<file path="src/rtl/ftdi_tx_ctrl.sv">
// FT245-style write controller: local byte FIFO drained into the FTDI TX FIFO via txe/wr.
// Optional macro FTDI_TX_SIWU_EN adds the o_siwu flush pulse after the FIFO runs dry.
module ftdi_tx_ctrl #(
    parameter int DEPTH        = 16,
    parameter int AW           = 4,
    parameter int SETUP_CYCLES = 1,
    parameter int WR_CYCLES    = 2
) (
    input  logic          clk,
    input  logic          n_rst,
    input  logic [7:0]    i_tx_data,
    input  logic          i_tx_valid,
    output logic          o_tx_ready,
    input  logic          i_txe,
    input  logic          i_bus_busy,
    output logic          o_bus_req,
    output logic [7:0]    o_dq_out,
    output logic          o_dq_oe,
    output logic          o_wr,
    output logic [AW:0]   o_level,
    output logic          o_overflow
`ifdef FTDI_TX_SIWU_EN
    ,
    output logic          o_siwu
`endif
);

    typedef enum logic [1:0] {
        S_IDLE   = 2'd0,
        S_SETUP  = 2'd1,
        S_STROBE = 2'd2,
        S_HOLD   = 2'd3
    } state_t;

    localparam logic [AW:0] DEPTH_L = (AW+1)'(DEPTH);
    localparam logic [3:0]  SETUP_L = 4'(SETUP_CYCLES - 1);
    localparam logic [3:0]  WR_L    = 4'(WR_CYCLES - 1);

    // ---------------- local FIFO ----------------
    logic [7:0]  r_mem [DEPTH];
    logic [AW:0] r_wr_ptr;
    logic [AW:0] r_rd_ptr;
    logic        r_overflow;
    logic [AW:0] w_level;
    logic        w_full;
    logic        w_push;
    logic        w_pop;
    logic [7:0]  w_head;

    assign w_level = r_wr_ptr - r_rd_ptr;
    assign w_full  = (w_level == DEPTH_L);
    assign w_push  = i_tx_valid & ~w_full;
    assign w_head  = r_mem[r_rd_ptr[AW-1:0]];

    always_ff @(posedge clk) begin
        if (w_push)
            r_mem[r_wr_ptr[AW-1:0]] <= i_tx_data;
    end

    always_ff @(posedge clk or negedge n_rst) begin
        if (!n_rst) begin
            r_wr_ptr   <= '0;
            r_rd_ptr   <= '0;
            r_overflow <= 1'b0;
        end else begin
            if (w_push)
                r_wr_ptr <= r_wr_ptr + 1'b1;
            if (w_pop)
                r_rd_ptr <= r_rd_ptr + 1'b1;
            if (i_tx_valid && w_full)
                r_overflow <= 1'b1;
        end
    end

    // txe is asynchronous to clk; reset value 1 treats the FTDI as full
    logic r_txe_meta;
    logic r_txe_s;

    always_ff @(posedge clk or negedge n_rst) begin
        if (!n_rst) begin
            r_txe_meta <= 1'b1;
            r_txe_s    <= 1'b1;
        end else begin
            r_txe_meta <= i_txe;
            r_txe_s    <= r_txe_meta;
        end
    end

    // ---------------- write FSM ----------------
    state_t     r_state;
    state_t     w_state_nxt;
    logic [3:0] r_cnt;
    logic [3:0] w_cnt_nxt;
    logic       r_wr;
    logic       r_dq_oe;
    logic       r_bus_req;
    logic [7:0] r_dq_out;
    logic       w_wr_nxt;
    logic       w_dq_oe_nxt;
    logic       w_bus_req_nxt;
    logic [7:0] w_dq_out_nxt;

    always_ff @(posedge clk or negedge n_rst) begin
        if (!n_rst) begin
            r_state   <= S_IDLE;
            r_cnt     <= '0;
            r_wr      <= 1'b1;
            r_dq_oe   <= 1'b0;
            r_bus_req <= 1'b0;
            r_dq_out  <= '0;
        end else begin
            r_state   <= w_state_nxt;
            r_cnt     <= w_cnt_nxt;
            r_wr      <= w_wr_nxt;
            r_dq_oe   <= w_dq_oe_nxt;
            r_bus_req <= w_bus_req_nxt;
            r_dq_out  <= w_dq_out_nxt;
        end
    end

    // bus_busy only gates the start decision, so the receive side wins ties
    always_comb begin
        w_state_nxt = r_state;
        w_cnt_nxt   = r_cnt;
        case (r_state)
            S_IDLE: begin
                if ((w_level != '0) && !r_txe_s && !i_bus_busy) begin
                    w_state_nxt = S_SETUP;
                    w_cnt_nxt   = SETUP_L;
                end
            end
            S_SETUP: begin
                if (r_cnt == 4'd0) begin
                    w_state_nxt = S_STROBE;
                    w_cnt_nxt   = WR_L;
                end else begin
                    w_cnt_nxt = r_cnt - 4'd1;
                end
            end
            S_STROBE: begin
                if (r_cnt == 4'd0)
                    w_state_nxt = S_HOLD;
                else
                    w_cnt_nxt = r_cnt - 4'd1;
            end
            S_HOLD: begin
                w_state_nxt = S_IDLE;
            end
            default: begin
                w_state_nxt = S_IDLE;
                w_cnt_nxt   = '0;
            end
        endcase
    end

    // Outputs are registered from the next state so wr/dq_oe cannot glitch
    always_comb begin
        w_wr_nxt      = (w_state_nxt != S_STROBE);
        w_dq_oe_nxt   = (w_state_nxt != S_IDLE);
        w_bus_req_nxt = (w_state_nxt != S_IDLE);
        w_dq_out_nxt  = r_dq_out;
        w_pop         = 1'b0;
        case (r_state)
            S_IDLE:   if (w_state_nxt == S_SETUP) w_dq_out_nxt = w_head;
            S_SETUP:  ;
            S_STROBE: ;
            S_HOLD:   w_pop = 1'b1;
            default:  w_dq_out_nxt = '0;
        endcase
    end

`ifdef FTDI_TX_SIWU_EN
    // Low for the IDLE cycle after the HOLD that leaves the FIFO empty
    logic r_siwu;

    always_ff @(posedge clk or negedge n_rst) begin
        if (!n_rst)
            r_siwu <= 1'b1;
        else
            r_siwu <= !((r_state == S_HOLD) && (w_level == (AW+1)'(1)) && !w_push);
    end

    assign o_siwu = r_siwu;
`endif

    assign o_tx_ready = ~w_full;
    assign o_level    = w_level;
    assign o_overflow = r_overflow;
    assign o_wr       = r_wr;
    assign o_dq_oe    = r_dq_oe;
    assign o_bus_req  = r_bus_req;
    assign o_dq_out   = r_dq_out;

endmodule

</file>
<file path="config.mk">
export PLATFORM = sky130hd
export DESIGN_NAME = ftdi_tx_ctrl
export DESIGN_NICKNAME = d
export VERILOG_FILES = /design/src/rtl/ftdi_tx_ctrl.sv
export SDC_FILE = /design/constraint.sdc
export NUM_CORES = 1
export LEC_CHECK = 0
export CAP_MARGIN = 30
export CORE_MARGIN = 4
export CORE_UTILIZATION = 45
export CTS_BUF_LIST = sky130_fd_sc_hd__clkbuf_16
export CTS_CLUSTER_DIAMETER = 200
export DETAILED_ROUTE_END_ITERATION = 6
export PLACE_DENSITY = 0.62
export SYNTH_ARGS = -nofsm -noshare
export SYNTH_HDL_FRONTEND = slang
export SYNTH_SLANG_ARGS = --single-unit
</file>
<file path="constraint.sdc">
create_clock -name clk -period 4.98 [get_ports clk]
set_input_delay 1.494 -clock clk [delete_from_list [all_inputs] [get_ports clk]]
set_output_delay 1.494 -clock clk [all_outputs]
set_load 0.01 [all_outputs]
</file>
**After elaboration in Yosys (flattened, before gate mapping)**

Memory sizes are Yosys's and may differ from the RTL's. A register that Yosys moved wholly into a read port is not among the register bits.
Cells that the tools add are included.

- Add/sub/neg operators: 4
- Equal/unequal tests: 8
- Muxes and demuxes: 11
- Bitwise logic cells: 2
- Reductions and logical operators: 13

Operator list:

| kind | count |
|---|---|
| two-way mux 4 bit | 3 |
| one-hot mux 4 bit (3 select lines) | 1 |
| adder 5 x 1 -> 5 bit, second input constant | 2 |
| one-hot mux 2 bit (4 select lines) | 1 |
| two-way mux 2 bit | 3 |
| inequality test 2 bit, second input constant | 3 |
| == test 5 bit, second input constant | 1 |
| nonzero test 5 bit | 1 |
| subtractor 5 bit | 1 |
| == test 2 x 1 -> 1 bit, second input constant | 2 |
| == test 2 bit, second input constant | 2 |
| logical NOT 4 bit | 1 |
| subtractor 4 x 1 -> 4 bit, second input constant | 1 |
| logical AND 1 bit | 3 |
| logical NOT 1 bit | 3 |
| two-way mux 1 bit | 3 |
| AND reduction 3 bit | 1 |
| nonzero test 3 bit | 1 |
| logical NOT 2 bit | 1 |
| AND reduction 2 bit | 1 |
| nonzero test 2 bit | 1 |
| AND 1 bit | 1 |
| inverter 1 bit | 1 |

- Bits in registers: 21
- Bits in writable memories: 128
- Input bits: 13
- Output and inout port bits: 18
- Memories kept: 1

Memories:

| memory | depth | bits a word | rd ports | clocked after memory_dff | wr ports | line | source |
|---|---|---|---|---|---|---|---|
| r_mem | 16 | 8 | 1 | 1 | 1 | 40 | `logic [7:0] r_mem [DEPTH];` |

**Logic depth before layout (Yosys ltp)**

Gate-level depths: netlist of the first run.

- Depth after elaboration: 8
- Depth in mapped cells: 12
- Depth with buffers taken out: 11

**Worst setup path after synthesis of the first run**

No wires, ideal clock.

- Path type: flip-flop to output port
- Start: reg r_rd_ptr[1]
- End: out o_tx_ready
- Arrival time: 2.215 ns
- Data required time: 3.486 ns
- Slack: 1.271 ns
- Stages on the path, launching flop included: 8
- Path buffers: 2
- Cells stage by stage: dfrtp_1 > clkbuf_1 > buf_1 > inv_1 > fa_1 > or2b_2 > nor3_1 > nand2_1

- Cells in the longest elaborated chain, start to end: 3

RTL lines:

| what | line | source |
|---|---|---|
| start, declared | 42 | `logic [AW:0] r_rd_ptr;` |
| start signal, assigned | 69 | `r_rd_ptr <= r_rd_ptr + 1'b1;` |
| subtractor 5 bit | 50 | `assign w_level = r_wr_ptr - r_rd_ptr;` |
| via o_level[1] | 20 | `output logic [AW:0] o_level,` |
| == test 5 bit | 51 | `assign w_full = (w_level == DEPTH_L);` |
| inverter 1 bit | 186 | `assign o_tx_ready = ~w_full;` |
| end, declared | 13 | `output logic o_tx_ready,` |

The timed path passes the listed nets, and every way through them passes these cells.

**Worst setup path in the final report of the first run**

- Start: reg r_wr_ptr[0]
- End: out o_tx_ready

- Cells in the longest elaborated chain, start to end: 3

RTL lines:

| what | line | source |
|---|---|---|
| start, declared | 41 | `logic [AW:0] r_wr_ptr;` |
| start signal, assigned | 67 | `r_wr_ptr <= r_wr_ptr + 1'b1;` |
| subtractor 5 bit | 50 |  |
| == test 5 bit | 51 |  |
| inverter 1 bit | 186 |  |

Every way passes these cells.

==> results of run 1 <==
## synth_stat cells, drive strengths merged, types with 2 or more instances
cell type / instances
o21ai: 7
nand2: 14
nor2: 22
edfxtp: 128
o31ai: 2
a21o: 3
a21oi: 4
xnor2: 7
nor3: 6
ha: 17
clkbuf: 6
buf: 9
mux4: 40
dfstp: 3
nand4: 3
xor2: 5
mux2: 8
dfrtp: 26
nand2b: 2
inv: 12
## registers in the layout (all words and copies together) (netlist names)
signal,cells
o_wr,1
o_bus_req,1
o_dq_out,8
r_txe_s,1
r_rd_ptr,5
o_overflow,1
r_txe_meta,1
r_mem,128
r_wr_ptr,5
r_cnt,4
r_state,2
## final timing paths
kind	cells after the start	startpoint	to	slack [ns]
max	10	r_wr_ptr[0]$_DFFE_PN0P_	o_tx_ready	0.61
min	0	r_txe_meta$_DFF_PN1_	r_txe_s$_DFF_PN1_	0.36
max reg2reg	11	r_wr_ptr[0]$_DFFE_PN0P_	o_dq_out[6]$_DFFE_PN0P_	1.41
min reg2reg	0	r_txe_meta$_DFF_PN1_	r_txe_s$_DFF_PN1_	0.36
max in group asynchronous	2	n_rst	o_wr$_DFF_PN1_	2.77
min in group asynchronous	1	n_rst	r_cnt[3]$_DFFE_PN0P_	1.45
## where the power goes
| group | switching [mW] | internal [mW] |
|---|---|---|
| sequential | 0.122 | 1.64 |
| combinational | 0.886 | 0.902 |
| clock | 0.544 | 0.808 |
## routing by layer
layer / up-vias / GRT usage / part of all wire
met5: - / 0 / 0
met4: 0 / 0.0537 / 0.013
met3: 14 / 0.0411 / 0.046
met2: 89 / 0.259 / 0.50
met1: 1688 / 0.228 / 0.44
li1: 1467 / - / -
## placed cells by master, fill, tap and decap left out, types with 2 or more instances in the layout
| master | count |
|---|---|
| sky130_fd_sc_hd__o21ai_0 | 6 |
| sky130_fd_sc_hd__nand4_1 | 3 |
| sky130_fd_sc_hd__dfstp_2 | 3 |
| sky130_fd_sc_hd__inv_1 | 10 |
| sky130_fd_sc_hd__inv_6 | 4 |
| sky130_fd_sc_hd__inv_8 | 3 |
| sky130_fd_sc_hd__dfrtp_1 | 25 |
| sky130_fd_sc_hd__inv_2 | 2 |
| sky130_fd_sc_hd__o31ai_1 | 2 |
| sky130_fd_sc_hd__mux4_2 | 40 |
| sky130_fd_sc_hd__a21o_1 | 2 |
| sky130_fd_sc_hd__xnor2_1 | 6 |
| sky130_fd_sc_hd__nor2_1 | 22 |
| sky130_fd_sc_hd__buf_4 | 19 |
| sky130_fd_sc_hd__clkbuf_16 | 17 |
| sky130_fd_sc_hd__clkdlybuf4s50_1 | 30 |
| sky130_fd_sc_hd__bufinv_16 | 3 |
| sky130_fd_sc_hd__edfxtp_1 | 128 |
| sky130_fd_sc_hd__ha_1 | 17 |
| sky130_fd_sc_hd__mux2_4 | 8 |
| sky130_fd_sc_hd__nor3_1 | 6 |
| sky130_fd_sc_hd__a21oi_1 | 3 |
| sky130_fd_sc_hd__nand2_1 | 14 |
| sky130_fd_sc_hd__clkinvlp_4 | 2 |
| sky130_fd_sc_hd__xor2_1 | 5 |
| sky130_fd_sc_hd__nand2b_1 | 2 |
## per-stage QoR
step	total power, mW	util	hold WS [ns]
after floorplan	3.03	-	0.345
after global placement	3.57	0.507	0.350
after detailed placement	3.60	0.507	0.352
after CTS	4.96	0.551	0.362
after global routing	5.18	0.551	0.367
final	4.90	0.551	0.358
## final cells by class
type	instances	area share
Inverter	12	0.00580
Clock buffer	17	0.0548
Sequential cell	157	0.589
Tap cell	180	0.0290
Clock inverter	15	0.0261
Multi-Input combinational cell	162	0.239
Timing Repair Buffer	49	0.0570
## worst max-delay path: stages, from the launching register on
cell and delay (ns):
sky130_fd_sc_hd__dfrtp_1 0.41, sky130_fd_sc_hd__inv_1 0.15, sky130_fd_sc_hd__ha_1 0.22, sky130_fd_sc_hd__inv_1 0.07, sky130_fd_sc_hd__fa_1 0.40, sky130_fd_sc_hd__a21o_1 0.21, sky130_fd_sc_hd__a21oi_2 0.18, sky130_fd_sc_hd__xnor2_2 0.15
sky130_fd_sc_hd__inv_2 0.08, sky130_fd_sc_hd__nand2_1 0.06, sky130_fd_sc_hd__clkdlybuf4s50_1 0.53
## logic make-up (layout without fill, tap and decap cells)
logic type               after synthesis  count (layout)  share of synthesized area
flip-flops                           157             157                      0.697
XOR/XNOR                              12              12                     0.0172
AO/OA/AOI/OAI                         28              28                     0.0338
adder cells (fa/ha/maj)               18              18                     0.0355
multiplexers                          48              48                      0.156
buffers and inverters                 27              93                     0.0202
AND/OR/NAND/NOR                       56              56                     0.0404
==> results by group, run 1 <==
Outcome
  – Outcome: finished, final reports clean

Critical path
  – Kind of start point of the critical path: flip-flop
  – CP required: 3.49 ns
  – Sort of element at the end of the critical path: output port
  – Category of the critical setup timing path: flip-flop to output port
  – Maximum fanout along the worst path: 4
  – Data arrival time of the worst path: 2.87 ns

Route
  – Number of optimization iterations in the first detailed-route pass: 4
  – Remaining DRCs: 0
  – Routed Antenna Nets: 0
  – DRC violation total after the first TritonRoute iteration: 305
  – Overall via count from detail_route: 3258
  – Average wire per cell in the routed design: 21.4 um
  – Overall routed net length: 12.7 mm
  – Post-detailed-route via-to-cell ratio: ~5.5

STA
  – Worst relative slew slack: 0.542
  – Actual transition at the worst max-transition pin: 0.687 ns
  – Maximum clock frequency: approximately 230 MHz
  – Final critical-path setup slack: 0.614 ns
  – Sum of negative setup slack: 0 ns
  – Final number of hold-violating endpoints: 0
  – Minimum clock period: between 4 and 5 ns
  – RSZ-0062 raised after global routing: no
  – Final setup skew: 0.0104 ns
  – Max-slew violations: 0
  – Setup violation total in the final timing report: 0
  – Final period util: 0.877

Clock network
  – CTS max path bufs: 2
  – CTS clk-pin slew, worst paths: 0.06 ns
  – CTS root buffer: sky130_fd_sc_hd__clkbuf_16
  – Clock insertion delay at the later pin of the skew report: between 0.4 and 0.5 ns
  – Postcts setup bufs: 0
  – Total clock buffers created by CTS: 17
  – Number of sinks on the clock net: approximately 160
  – CTS resizes: 0
  – H-tree levels: 4
  – CTS tree: built
  – Hold-fix buffer count after cts: 0

Synth
  – Post-synthesis register bit count: roughly 160
  – Mean Syn Cell Area: 19.0 sq um
  – Share of synthesized registers carrying an async set or reset: 0.185
  – Synth Flop Type: sky130_fd_sc_hd__edfxtp_1
  – Portion of the post-synthesis area used by sequential elements: 0.697
  – Leading cell types by total area after synthesis: sky130_fd_sc_hd__edfxtp_1, sky130_fd_sc_hd__mux4_2, sky130_fd_sc_hd__dfrtp_1, sky130_fd_sc_hd__ha_1, sky130_fd_sc_hd__mux2_4
  – YS warnings: 0
  – Yosys top cell area share: 0.586
  – Synth area leader: sky130_fd_sc_hd__edfxtp_1
  – Syn nets: 377
  – Number of synthesized flops with an enable pin: between 100 and 150
  – Cells after synthesis: 346
  – Area of the mapped netlist: between 6000 and 7000 sq um
  – Count of distinct cell types in the synthesized netlist: 50

Floorplan
  – Die height: 129 um
  – IO Count: 31
  – Initial standard-cell utilization of the core: 0.465
  – Die Wd: approximately 130 um
  – Core outline area: 14100 sq um
  – Die area: 16600 sq um
  – Std cell rows: 43

Place
  – Instance area at placement: around 7000 sq um
  – Cell Count Post-Placement: 560
  – Total of buffers placed on input and output ports: 30
  – HPWL reported at the end of detailed placement: 8.30 mm
  – Post-Place Worst Slack: about 1.0 ns
  – Placer congestion estimate: 0.830

Global routing
  – Largest net degree at the start of global routing: 36
  – Initial antenna violation count: 0
  – Global-route wire length before repair: 19.7 mm
  – Gr usage total: 0.165
  – Aggregate global routing overflow: 0
  – Number of global-route vias before repair: about 3400

Pwr
  – VDD IR-drop max: 0.324 mV
  – Power density normalized to cell area: 631 nW/um^2
  – Leakage power summed over all cells: 2.76 nW

Layout
  – Footprint of the multi-input gates: between 1500 and 2000 sq um
  – Post-layout nets: 430
  – Final non-filler cell total: slightly below 600
  – N_diodes: 0
  – P&R area growth vs syn: 18.4%
  – Share of final-layout standard cells stronger than drive strength 1: 0.274
  – Fill cell instance count of the final layout: between 1000 and 1500
  – Area of all placed cells without fillers: 7770 sq um
  – Area of all sequential standard cells: roughly 4600 sq um

Flow run
  – MaxCap Viol Count: 0

Worst hold path
  – Worst hold path class: flip-flop to flip-flop
Note: power is estimated with default switching activity, not from simulation.
==> run 2: changes to the inputs <==
Settings changed: CTS_CLUSTER_SIZE set to 10, MAX_ROUTING_LAYER set to met4.
==> results by group, run 2 (synthesis results as in run 1) <==
STA
  – Maximum clock frequency: 229 MHz
  – Minimum clock period: between 4 and 5 ns
  – Max-slew violations: 0
  – Final setup skew: 0.0100 ns
  – Hold slack: approximately 0.36 ns
  – Actual transition at the worst max-transition pin: 0.701 ns
  – RSZ-0062 raised after global routing: no
  – Setup violation total in the final timing report: 0
  – Final number of hold-violating endpoints: 0
  – Worst relative slew slack: 0.532
  – Final period util: 0.878
  – Sum of negative setup slack: 0 ns

Critical path
  – Stages on the worst setup path: 10
  – Critical-path top delay cell: sky130_fd_sc_hd__clkdlybuf4s50_1
  – Number of buffers and inverters on the critical path: 4
  – Data arrival time of the worst path: 2.88 ns
  – Kind of start point of the critical path: flip-flop
  – CP peak stage delay: 0.53 ns
  – List of cells traversed by the critical path: inv_1 -> ha_1 -> inv_1 -> fa_1 -> a21o_1 -> a21oi_2 -> xnor2_2 -> inv_2 -> nand2_1 -> clkdlybuf4s50_1
  – CP required: 3.49 ns
  – Category of the critical setup timing path: flip-flop to output port
  – Number of cell instances on the worst register-to-register path: 11
  – Maximum fanout along the worst path: 4
  – CP top delay family: buffers and inverters
  – Cell mode on critical path: sky130_fd_sc_hd__inv_1
  – Sort of element at the end of the critical path: output port

Floorplan
  – Std cell rows: 43
  – Core outline area: 14100 sq um
  – Die area: 16600 sq um
  – Initial standard-cell utilization of the core: 0.465
  – Die height: 129 um
  – Die Wd: 129 um
  – IO Count: 31

Route
  – Number of optimization iterations in the first detailed-route pass: 4
  – DRC violation total after the first TritonRoute iteration: 311
  – Overall via count from detail_route: 3284
  – Post-detailed-route via-to-cell ratio: 5.55
  – Overall routed net length: 12.8 mm
  – Average wire per cell in the routed design: 21.6 um
  – Remaining DRCs: 0
  – Routed Antenna Nets: 0

Global routing
  – Initial antenna violation count: 0
  – Largest net degree at the start of global routing: 36
  – Met1 demand-to-capacity share in global routing: 0.231
  – Number of global-route vias before repair: 3337
  – Met2 Track Usage GR: 0.258
  – Gr usage total: 0.170
  – Met3 Usage GRT: 0.0411
  – Highest-utilization routing layer at the global route stage: met2
  – Aggregate global routing overflow: 0
  – Global-route wire length before repair: around 20 mm

Clock network
  – CTS clk-pin slew, worst paths: 0.06 ns
  – CTS resizes: 0
  – Hold-fix buffer count after cts: 0
  – H-tree levels: 4
  – Clock insertion delay at the later pin of the skew report: 0.42 ns
  – Postcts setup bufs: 0
  – CTS tree: built
  – Number of sinks on the clock net: 157
  – CTS root buffer: sky130_fd_sc_hd__clkbuf_16
  – Total clock buffers created by CTS: 17
  – CTS max path bufs: 2

Layout
  – Top library cells by usage in the layout, fill and taps aside: sky130_fd_sc_hd__edfxtp_1, sky130_fd_sc_hd__mux4_2, sky130_fd_sc_hd__clkdlybuf4s50_1, sky130_fd_sc_hd__dfrtp_1, sky130_fd_sc_hd__nor2_1
  – N_diodes: 0
  – Fill cell instance count of the final layout: 1085
  – Commonest non-fill, non-tap cell in the layout: sky130_fd_sc_hd__edfxtp_1
  – Post-layout nets: 430
  – Area of all placed cells without fillers: 7770 sq um
  – Share of final-layout standard cells stronger than drive strength 1: 0.274
  – P&R area growth vs syn: 18.4%
  – Flip-flop count of the largest register, all copies and words added: 128

Outcome
  – Outcome: finished, final reports clean

Place
  – HPWL reported at the end of detailed placement: between 8 and 9 mm
  – Instance area at placement: between 7000 and 8000 sq um
  – Total of buffers placed on input and output ports: 30
  – Placer congestion estimate: 0.843

Worst hold path
  – Worst hold path class: flip-flop to flip-flop
  – Cells on Worst Hold Path: 0

Pwr
  – VDD IR-drop max: 0.328 mV
  – Power density normalized to cell area: 632 nW/um^2
  – Leakage power summed over all cells: 2.76 nW

Flow run
  – MaxCap Viol Count: 0
run 2: power breakdown:
part / leakage, nW / internal (mW) / switching (mW)
Clock: 0.301 / 0.807 / 0.548
Combinational: 0.950 / 0.902 / 0.889
Sequential: 1.50 / 1.64 / 0.123
Total: 2.76 / 3.35 / 1.56
run 2: per-stage QoR:
step	power, mW	utilization	setup WS [ns]	instances
after floorplan	3.03	-	1.27	346
after global placement	3.57	0.507	1.12	560
after detailed placement	3.60	0.507	1.03	560
after CTS	4.96	0.551	0.586	592
after global routing	5.18	0.551	0.469	592
final	4.91	0.551	0.605	592
run 2: layout make-up:
type                       count  area, sq um  share of cell area
clock buffer                  17          425              0.0548
clock inverter                15          203              0.0261
tap                          180          225              0.0290
timing repair buffer          49          443              0.0570
inverter                      12         45.0             0.00580
multi-input combinational    162         1850               0.239
sequential                   157         4570               0.589
run 2: final timing paths:
path | endpoint | start | slack (ns)
max | o_tx_ready | r_wr_ptr[0]$_DFFE_PN0P_ | 0.61
min | r_txe_s$_DFF_PN1_ | r_txe_meta$_DFF_PN1_ | 0.36
max reg2reg | o_dq_out[6]$_DFFE_PN0P_ | r_wr_ptr[0]$_DFFE_PN0P_ | 1.42
min reg2reg | r_txe_s$_DFF_PN1_ | r_txe_meta$_DFF_PN1_ | 0.36
max in group asynchronous | o_wr$_DFF_PN1_ | n_rst | 2.79
min in group asynchronous | o_dq_out[1]$_DFFE_PN0P_ | n_rst | 1.44
run 2: layer usage:
metal,wire (um),part of all wire
met1,5580,0.44
met2,6240,0.49
met3,794,0.062
met4,163,0.013
met5,0,0
